<file path="src/rtl/spi_master_gen.sv">
// Parametrised SPI master with NCS chip selects, runtime CPOL/CPHA and a captured MISO word.
// Define SPI3WIRE_EN to add the 3-wire half-duplex read turnaround (spi3w/spi_sdi_in/spi_sdi_oe).

module spi_master_gen #(
  parameter int unsigned DATA_W   = 32,
  parameter int unsigned NCS      = 2,
  parameter int unsigned DIV_W    = 16,
  parameter int unsigned DIV_COEF = 1,
  localparam int unsigned NB_W    = $clog2(DATA_W),
  localparam int unsigned CS_W    = (NCS > 1) ? $clog2(NCS) : 1
) (
  input  logic              clk_in,
  input  logic              nrst,
  input  logic              request,
  output logic              ready,
  input  logic [NB_W-1:0]   nbits,
  input  logic [DATA_W-1:0] mosi_data,
  input  logic [CS_W-1:0]   cs_sel,
  input  logic [1:0]        mode,
  output logic [DATA_W-1:0] miso_data,
  output logic              miso_valid,
  output logic [NCS-1:0]    spi_cen,
  output logic              spi_scl,
  output logic              spi_sdi,
`ifdef SPI3WIRE_EN
  input  logic              spi3w,
  input  logic              spi_sdi_in,
  output logic              spi_sdi_oe,
`endif
  input  logic              spi_sdo
);

  typedef enum logic [2:0] {StIdle, StSetup, StShift, StHold, StGap} state_e;

  state_e state_q, state_d;

  logic [DIV_W-1:0]  div_q, div_val, cnt_q;
  logic              tick, cs_ok, lead, last_edge;
  logic              accept, edge_en, sample_en, hold_done;
  logic              sample_bit;
  logic [DATA_W-1:0] tx_q, rx_q, miso_q;
  logic [NB_W-1:0]   idx_q;
  logic              cpol_q, cpha_q, scl_q, sdi_q, valid_q;
  logic [NCS-1:0]    cen_q;

  // Runtime divider is loaded only while held in reset with request high; reset never clears it.
  always_ff @(posedge clk_in) begin
    if (!nrst && request) begin
      div_q <= mosi_data[DIV_W-1:0];
    end
  end

  assign div_val = (DIV_COEF != 0) ? DIV_W'(DIV_COEF) : div_q;
  assign tick    = (cnt_q == div_val);
  assign cs_ok   = (32'(cs_sel) < NCS);
  // An edge is leading when SCL is still at its idle level.
  assign lead      = (scl_q == cpol_q);
  assign last_edge = !lead && (idx_q == '0);

  always_ff @(posedge clk_in) begin
    if (!nrst || state_q == StIdle || tick) begin
      cnt_q <= '0;
    end else begin
      cnt_q <= cnt_q + 1'b1;
    end
  end

  always_ff @(posedge clk_in) begin
    if (!nrst) begin
      state_q <= StIdle;
    end else begin
      state_q <= state_d;
    end
  end

  always_comb begin
    state_d = state_q;
    unique case (state_q)
      StIdle:  if (request && cs_ok)  state_d = StSetup;
      StSetup: if (tick)              state_d = StShift;
      StShift: if (tick && last_edge) state_d = StHold;
      StHold:  if (tick)              state_d = StGap;
      StGap:   if (tick)              state_d = StIdle;
      default:                        state_d = StIdle;
    endcase
  end

  always_comb begin
    ready     = (state_q == StIdle);
    accept    = (state_q == StIdle) && request && cs_ok;
    edge_en   = tick && ((state_q == StSetup) || (state_q == StShift));
    sample_en = edge_en && (lead != cpha_q);
    hold_done = tick && (state_q == StHold);
  end

  always_ff @(posedge clk_in) begin
    if (!nrst) begin
      tx_q    <= '0;
      rx_q    <= '0;
      miso_q  <= '0;
      idx_q   <= '0;
      cpol_q  <= 1'b0;
      cpha_q  <= 1'b0;
      scl_q   <= 1'b0;
      sdi_q   <= 1'b0;
      valid_q <= 1'b0;
      cen_q   <= '1;
    end else begin
      valid_q <= 1'b0;
      if (accept) begin
        tx_q   <= mosi_data;
        rx_q   <= '0;
        idx_q  <= nbits;
        cpol_q <= mode[1];
        cpha_q <= mode[0];
        scl_q  <= mode[1];
        sdi_q  <= mosi_data[nbits];
        cen_q  <= ~(NCS'(1) << cs_sel);
      end
      if (edge_en) begin
        scl_q <= ~scl_q;
        if (lead) begin
          if (cpha_q) sdi_q <= tx_q[idx_q];
        end else if (idx_q != '0) begin
          idx_q <= idx_q - 1'b1;
          if (!cpha_q) sdi_q <= tx_q[idx_q - 1'b1];
        end
      end
      if (sample_en) begin
        rx_q <= {rx_q[DATA_W-2:0], sample_bit};
      end
      if (hold_done) begin
        cen_q   <= '1;
        miso_q  <= rx_q;
        valid_q <= 1'b1;
      end
    end
  end

`ifdef SPI3WIRE_EN
  logic       rd_q, oe_q;
  logic [3:0] samp_q;

  // Read is flagged by bit 7 of the command byte, i.e. the first bit sent.
  always_ff @(posedge clk_in) begin
    if (!nrst) begin
      rd_q   <= 1'b0;
      oe_q   <= 1'b1;
      samp_q <= '0;
    end else begin
      if (accept) begin
        rd_q   <= spi3w & mosi_data[nbits];
        samp_q <= '0;
      end
      if (sample_en && samp_q != 4'd8) samp_q <= samp_q + 4'd1;
      if (edge_en && rd_q && samp_q == 4'd8) oe_q <= 1'b0;
      if (hold_done) oe_q <= 1'b1;
    end
  end

  assign sample_bit = oe_q ? spi_sdo : spi_sdi_in;
  assign spi_sdi_oe = oe_q;
`else
  assign sample_bit = spi_sdo;
`endif

  assign miso_data  = miso_q;
  assign miso_valid = valid_q;
  assign spi_cen    = cen_q;
  assign spi_scl    = scl_q;
  assign spi_sdi    = sdi_q;

endmodule

</file>
<file path="config.mk">
export PLATFORM = sky130hd
export DESIGN_NAME = spi_master_gen
export DESIGN_NICKNAME = d
export VERILOG_FILES = /design/src/rtl/spi_master_gen.sv
export SDC_FILE = /design/constraint.sdc
export NUM_CORES = 1
export LEC_CHECK = 0
export CORE_MARGIN = 2
export CORE_UTILIZATION = 45
export CTS_CLUSTER_SIZE = 12
export DETAILED_ROUTE_END_ITERATION = 16
export DONT_BUFFER_PORTS = 1
export GPL_TIMING_DRIVEN = 0
export RECOVER_POWER = 50
export SYNTH_ARGS = -nofsm -noshare
export SYNTH_HDL_FRONTEND = slang
export SYNTH_SLANG_ARGS = --single-unit
</file>
<file path="constraint.sdc">
create_clock -name clk_in -period 7.1 [get_ports clk_in]
set_input_delay 1.42 -clock clk_in [delete_from_list [all_inputs] [get_ports clk_in]]
set_output_delay 1.42 -clock clk_in [all_outputs]
set_load 0.01 [all_outputs]
</file>
# Word level (Yosys, flattened, before mapping)
# Cells that the tools add are included.
# word_totals
regBits	127
output_inout_bits	38
word_cells	78
# classes
n_addsub	2
n_lt_le_gt_ge	3
eq_ne	12
n_shift	1
n_mux	27
bitwise	3
reduce_logical	18
# op_table
cell	count
two-way mux 32 bit	2
two-way mux 5 bit	4
< comparator 5 x 6 -> 1 bit (second input constant)	3
adder 16 x 1 -> 16 bit (second input constant)	1
equality test 16 x 1 -> 1 bit (second input constant)	1
binary-select mux 1 bit (select 5 bit)	3
two-way mux 3 bit	5
case mux 3 bit (5 select lines)	1
two-way mux 1 bit	12
inequality test 2 bit (second input constant)	5
equality test 3 x 2 -> 1 bit (second input constant)	2
logical AND 1 bit	6
logical NOT 5 bit	1
AND reduction 5 bit	1
nonzero test 5 bit	1
subtractor 5 x 1 -> 5 bit (second input constant)	1
nonzero test 2 bit	2
equality test 3 x 1 -> 1 bit (second input constant)	1
equality test 3 bit (second input constant)	1
logical NOT 3 bit	1
logical OR 1 bit	3
logical NOT 1 bit	2
NOT 1 bit	2
NOT 2 bit	1
4 further kinds	4

# Longest topological paths before layout
# Gate-level depths: netlist (run 1).
# depth
ltp_word	7
ltp_mapped	10
depth_no_buf	8

# Worst setup path after synthesis (run 1)
# OpenSTA, ideal clock, no wires.
# synth_timing
path_type	input port to flip-flop
startpoint	input nbits[0]
endpoint	register sdi_q, in the netlist spi_sdi
setup_ps	120
arrival_ps	3090
t_required_ps	6980
setup_slack_ps	3890
stages	6
path_cell_list	buf_2 > mux4_2 > mux4_2 > nor3_1 > nor3_1 > o31a_1
# synth_via
elab_chain_len	7
word_cells_on_any_way	8
classes_between	mux: 8
# synth_rtl
item	line	text
start: declaration	16	input logic [NB_W-1:0] nbits,
binary-select mux 1 bit (select 5 bit) (*)	117	sdi_q <= mosi_data[nbits];
two-way mux 1 bit (implied by the code) (*)	117	
two-way mux 1 bit (*)	110	if (accept) begin
two-way mux 1 bit	126	if (!cpha_q) sdi_q <= tx_q[idx_q - 1'b1];
two-way mux 1 bit	124	end else if (idx_q != '0) begin
two-way mux 1 bit	122	if (lead) begin
two-way mux 1 bit (*)	120	if (edge_en) begin
end signal: assignment	117	
end signal: assignment	123	if (cpha_q) sdi_q <= tx_q[idx_q];
end signal: assignment	126	
end: declaration	43	logic cpol_q, cpha_q, scl_q, sdi_q, valid_q;
# Mark *: on every way between the ends. The rest lies on a longest branch, timed or not. The select of a mux whose other input is x is not followed.
# A chain may end at the register's enable or synchronous reset.

# Worst setup path in the final report (run 1)
# layout_timing
startpoint	register idx_q[1]
endpoint	register sdi_q, in the netlist spi_sdi
# layout_via
elab_chain_len	7
word_cells_on_any_way	11
classes_between	add/sub: 1; mux: 9; reduce/logical: 1
# layout_rtl
item	line	text
start: declaration	42	logic [NB_W-1:0] idx_q;
start signal: assignment	113	idx_q <= nbits;
start signal: assignment	125	idx_q <= idx_q - 1'b1;
subtractor 5 x 1 -> 5 bit	126	
binary-select mux 1 bit (select 5 bit)	126	
two-way mux 1 bit (implied by the code)	126	
two-way mux 1 bit	126	
two-way mux 1 bit	124	
two-way mux 1 bit (*)	122	
two-way mux 1 bit (*)	120	
# Marked as above.

==> impl_metrics.json, run 1 <==
{
  "p_leak_nw": 2.23,
  "hold_viol": 0,
  "synth-compound-area-share_pct": 15.0,
  "via_per_inst": 5.46,
  "worstSetupPathType": "reg -> reg",
  "fin_skew_ns": 0.00785,
  "synthCells": 648,
  "synth_top_family_by_area": "simple AND/OR/NAND/NOR gates",
  "synthFlopType": "dfxtp_1",
  "fillCellCount": 1211,
  "detail_route.wl_per_cell_microns": 16.4,
  "portBuffers": 0,
  "cp-start-kind": "flip-flop",
  "area_growth_pct": 13.3,
  "rows": 41,
  "slew_viol_final": 0,
  "period_share_pct": 47.6,
  "antenna_found_initial": 0,
  "yosysSeqAreaShare_pct": 42.8,
  "cts_max_level": 4,
  "place_hpwl_microns": 10200,
  "end_kind": "flip-flop",
  "yosys-top-cells-area": "dfxtp_1 (43%), mux4_2 (11%), nand2_1 (10%)",
  "synth_area_leader_cell": "dfxtp_1",
  "synthSimpleGateAreaFrac_pct": 23.4,
  "path_max_fanout": 10,
  "outcome": "completed",
  "drt-total-wl_microns": 14000,
  "timing.setup.tns_ns": 0,
  "path_clk_slew_ns": 0.06,
  "die_h_microns": 119,
  "netlist_top_cells_count": "nand2_1 (161), dfxtp_1 (127), a21boi_0 (59), nand3_1 (43), a21boi_1 (42)",
  "ys_async_sr_fraction_pct": 0,
  "cp.required_ns": 7.41,
  "die_w_microns": 119,
  "syn_nets": 695,
  "die-area_sq_um": 14100,
  "yosys-mux-area-fraction_pct": 11.2,
  "cts_made_buffers": 17,
  "synth_top_area_share_pct": 42.8,
  "crit_arrival_ns": 3.69,
  "fin_nets": 714,
  "hp-class": "reg -> reg",
  "drt_iter0_markers": 340,
  "power_density_nw_per_um2": 268,
  "cts_num_sinks": 127,
  "place_ws_ns": 3.62,
  "synth_xor_area_share_pct": 2.80,
  "cts_setup_buffers": 0,
  "num_antenna_cells": 0,
  "synth_adder_area_share_pct": 0.632,
  "grt_start_max_net_pins": 17,
  "totalPowerFinal_mw": 1.80,
  "worst_slew_pin_slew_ns": 1.09,
  "core_sq_um": 12800,
  "layout_setup_ws_ns": 3.72,
  "layout-drive-gt1-share_pct": 13.7,
  "yosys.cell_types.count": 49,
  "fin_crit_ns": 3.38,
  "postLayoutCoreUtil_pct": 52.7,
  "maxCapViolations": 0,
  "vdd_ir_drop_max_mv": 0.180,
  "io-pin-count": 82,
  "reg2reg_depth": 9,
  "setup_viol": 0,
  "dpl.cell_count": 820,
  "ant_nets": 0,
  "vias": 4654,
  "synth_area_per_cell_sq_um": 9.17,
  "gp_congestion": 0.904,
  "synth-edff-count": 0,
  "postCtsHoldBufs": 0,
  "rsz0062_at_grt": "false",
  "max_slew_margin_pct": 26.8,
  "fin_cells": 852,
  "cts_tree": "yes",
  "hold_depth": 2,
  "cts_root_buffer": "clkbuf_16",
  "yosysWarnings": 0,
  "yosysMostFrequentCell": "nand2_1",
  "grt_overflow": 0,
  "cts_resized": 0,
  "cts_max_path_buffers": 2,
  "netlist_area_sq_um": 5940,
  "grt_pass1_vias": 4648,
  "grt_pass1_wl_microns": 23100,
  "initial_core_util_pct": 46.5,
  "fmax_mhz": 296,
  "grt_use_total_pct": 20.8,
  "drtPass1Iterations": 6,
  "worstSkewPairLatency_ns": 0.42,
  "remaining_drc_errors": 0,
  "synth_seq_cells": 127
}
## layer usage
layer | global-route usage [%] | up-vias | routed length, microns
met2 | 33.9 | 120 | 6750
li1 | - | 2278 | -
met5 | 0 | - | 0
met3 | 7.71 | 22 | 900
met1 | 25.7 | 2234 | 6150
met4 | 6.40 | 0 | 193
## registers in the layout, indices dropped and copies added (netlist names)
name,cells
tx_q,32
spi_cen,2
miso_valid,1
miso_data,32
cpol_q,1
spi_sdi,1
state_q,3
idx_q,5
spi_scl,1
cnt_q,16
cpha_q,1
rx_q,32
## report_power, final
part           switching (mW)  internal [mW]
sequential             0.0172          0.732
combinational          0.0885         0.0686
clock                   0.297          0.598
total                   0.403           1.40
## per-stage QoR
stage | instance area, sq um | hold WS [ns]
2_1_floorplan | 5940 | 0.441
3_3_place_gp | 6160 | 0.453
3_5_place_dp | 6160 | 0.460
4_1_cts | 6770 | 0.467
5_1_grt | 6730 | 0.488
6_report | 6730 | 0.466
## critical path, cell delays in order (launching register included)
cell	delay (ns)
dfxtp_1	0.41
clkbuf_1	0.50
inv_1	0.10
ha_1	0.29
clkbuf_1	0.45
mux4_2	0.59
mux4_2	0.47
nand3_1	0.10
a21oi_1	0.07
o31a_1	0.29
## cells in the final DEF, fill, tap and decap left out, drive strengths merged, types with 3 or more instances in the layout
cell    instances
nor2           24
mux4           28
nand2b          4
nand2         181
nand3          43
nand4           6
buf            11
nand3b          3
clkbuf         65
a21boi        102
ha              3
xor2           11
dfxtp         127
nor4b           3
inv             6
nor3            9
xnor2           8
bufinv          3
o21ai           8
and3            5
nor3b           3
## cell type report
type	count	area (sq um)	area share (%)
multi-input combinational	466	3140	46.7
sequential	127	2540	37.8
clock buffer	27	513	7.62
tap	172	215	3.20
buffer	49	195	2.90
clock inverter	5	100	1.49
inverter	6	22.5	0.335
## logic make-up after synthesis
kind of cell             after synthesis
AND/OR/NAND/NOR                      292
flip-flops                           127
XOR/XNOR                              19
adder cells (fa/ha/maj)                3
AO/OA/AOI/OAI                        121
multiplexers                          31
buffers and inverters                 55
## final timing paths
kind / startpoint / endpoint / slack (ns)
hold reg to reg: rx_q[31]$_SDFFE_PN0P_ / rx_q[31]$_SDFFE_PN0P_ / 0.47
hold / removal: rx_q[31]$_SDFFE_PN0P_ / rx_q[31]$_SDFFE_PN0P_ / 0.47
setup / recovery: idx_q[1]$_SDFF_PN0_ / spi_sdi$_SDFF_PN0_ / 3.72
setup reg to reg: idx_q[1]$_SDFF_PN0_ / spi_sdi$_SDFF_PN0_ / 3.72
Power figures use the tool's default switching activity.
==> run 2: changes to the inputs <==
==> constraint.sdc (replaced) <==
create_clock -name clk_in -period 2.75 [get_ports clk_in]
set_input_delay 0.55 -clock clk_in [delete_from_list [all_inputs] [get_ports clk_in]]
set_output_delay 0.55 -clock clk_in [all_outputs]
set_load 0.01 [all_outputs]
==> run 2 against run 1 <==
  * Combinational power rose to 2.6 times the previous value
  * Cell area fell by 0.52%
  * Register-to-register slack got worse by 3.6 ns
  * Total power is 140% higher
  * Largest power group unchanged
  * Highest routed layer unchanged
==> impl_metrics.json, run 2 (synthesis gave the netlist of run 1 again) <==
{
  "via_per_inst": 5.38,
  "grt_pass1_wl_microns": 22600,
  "stdcell_area_sq_um": 6700,
  "die_h_microns": 119,
  "hold_viol": 0,
  "timing.rr.end": "spi_sdi$_SDFF_PN0_",
  "cp.required_ns": 3.05,
  "power_density_nw_per_um2": 656,
  "postLayoutCoreUtil_pct": 52.4,
  "cp_cell_sequence": "buf_2 -> inv_1 -> ha_4 -> mux4_2 -> mux4_2 -> nand3_1 -> a21oi_1 -> o31a_1",
  "outcome": "completed",
  "drt_iter0_markers": 324,
  "cts_max_path_buffers": 2,
  "cts_root_buffer": "clkbuf_16",
  "rows": 41,
  "postCtsHoldBufs": 0,
  "place_hpwl_microns": 10100,
  "die_w_microns": 119,
  "portBuffers": 0,
  "slew_viol_final": 0,
  "most-common-layout-cells": "nand2_1 (161), dfxtp_1 (127), a21boi_0 (60)",
  "cts_setup_buffers": 0,
  "setup_viol": 0,
  "vias": 4567,
  "placed_cell_area_sq_um": 6160,
  "cp_top_family": "multiplexers",
  "grt_overflow": 0,
  "area_growth_pct": 12.7,
  "fin_cells": 849,
  "grt_start_max_net_pins": 17,
  "fmax_mhz": 379,
  "io-pin-count": 82,
  "hp-class": "in -> reg",
  "layout-drive-gt1-share_pct": 15.2,
  "worst_slew_pin_slew_ns": 1.13,
  "path_clk_slew_ns": 0.05,
  "grt_pass1_vias": 4491,
  "cp-start-kind": "flip-flop",
  "rsz0062_at_grt": "false",
  "cts_num_sinks": 127,
  "maxCapViolations": 0,
  "worstSkewPairLatency_ns": 0.41,
  "num_antenna_cells": 0,
  "antenna_found_initial": 0,
  "path_max_fanout": 10,
  "gp_congestion": 0.922,
  "p_leak_nw": 2.25,
  "detail_route.wl_per_cell_microns": 16.1,
  "grt_use_total_pct": 20.3,
  "end_kind": "flip-flop",
  "max_slew_margin_pct": 24.4,
  "drt-total-wl_microns": 13600,
  "worstSetupPathType": "reg -> reg",
  "crit_slowest_cell": "mux4_2",
  "initial_core_util_pct": 46.5,
  "timing.setup.tns_ns": 0,
  "hold_path_end": "tx_q[23]$_SDFFE_PN0N_",
  "hold_depth": 2,
  "timing.rr.start": "idx_q[0]$_SDFF_PN0_",
  "vdd_ir_drop_max_mv": 0.423,
  "reg2reg_depth": 8,
  "max_stage_delay_ns": 0.52,
  "dpl.cell_count": 820,
  "fin_crit_ns": 2.64,
  "core_sq_um": 12800,
  "worstPathBufferInverterCount": 2,
  "fin_nets": 713,
  "ff2ff_setup_slack_ns": 0.11,
  "crit_top_cell": "mux4_2",
  "final_common_cell": "nand2_1",
  "fillCellCount": 1175,
  "hold_start": "mosi_data[23]",
  "fin_skew_ns": 0.00641,
  "drtPass1Iterations": 4,
  "remaining_drc_errors": 0,
  "cts_tree": "yes",
  "cts_max_level": 4,
  "period_share_pct": 96.0,
  "ant_nets": 0,
  "crit_arrival_ns": 2.94,
  "die-area_sq_um": 14100,
  "whs_ns": 0.277,
  "cts_made_buffers": 17
}
## run 2: through the flow
stage	setup WS, ns	power, mW
after floorplan	0.0317	2.27
after global placement	-0.359	2.37
after detailed placement	-0.360	2.38
after CTS	0.0460	4.44
after global routing	0.00121	4.58
final	0.111	4.39
## run 2: area by class of cell
| cell class | count | area (sq um) | share of cell area [%] |
|---|---|---|---|
| Tap cell | 172 | 215 | 3.21 |
| Sequential cell | 127 | 2540 | 38.0 |
| Multi-Input combinational cell | 466 | 3160 | 47.1 |
| Inverter | 6 | 22.5 | 0.336 |
| Clock inverter | 8 | 65.1 | 0.972 |
| Clock buffer | 22 | 474 | 7.08 |
| Buffer | 48 | 221 | 3.31 |
## run 2: power breakdown
group / internal [mW] / switching, mW / leakage, nW
combinational: 0.185 / 0.225 / 0.941
sequential: 1.89 / 0.0433 / 1.03
clock: 1.29 / 0.760 / 0.275
total: 3.36 / 1.03 / 2.25
## run 2: worst max-delay path by stage
stage	to	start	slack (ns)	cells after the start
floorplan	spi_sdi$_SDFF_PN0_	idx_q[1]$_SDFF_PN0_	0.03	9
global placement	spi_sdi$_SDFF_PN0_	idx_q[1]$_SDFF_PN0_	-0.36	9
detailed placement	spi_sdi$_SDFF_PN0_	idx_q[1]$_SDFF_PN0_	-0.36	9
CTS	spi_sdi$_SDFF_PN0_	idx_q[1]$_SDFF_PN0_	0.05	8
global route	miso_data[29]$_SDFFE_PN0P_	cnt_q[0]$_SDFF_PP0_	0.001	8
finish	spi_sdi$_SDFF_PN0_	idx_q[0]$_SDFF_PN0_	0.11	8
## run 2: repair_timing
action / CTS / global route
endpoints found under the hold margin: 0 / 0
gates resized for setup: 3 / 2
endpoints found under the setup margin: 1 / 1
## run 2: per-layer routing
metal  GRT usage [%]  vias up  wire, microns
met5               0        -              0
met4            7.29        0            204
met3            6.27       15            954
met2            33.5      123           6560
met1            24.9     2160           5920
li1                -     2269              -
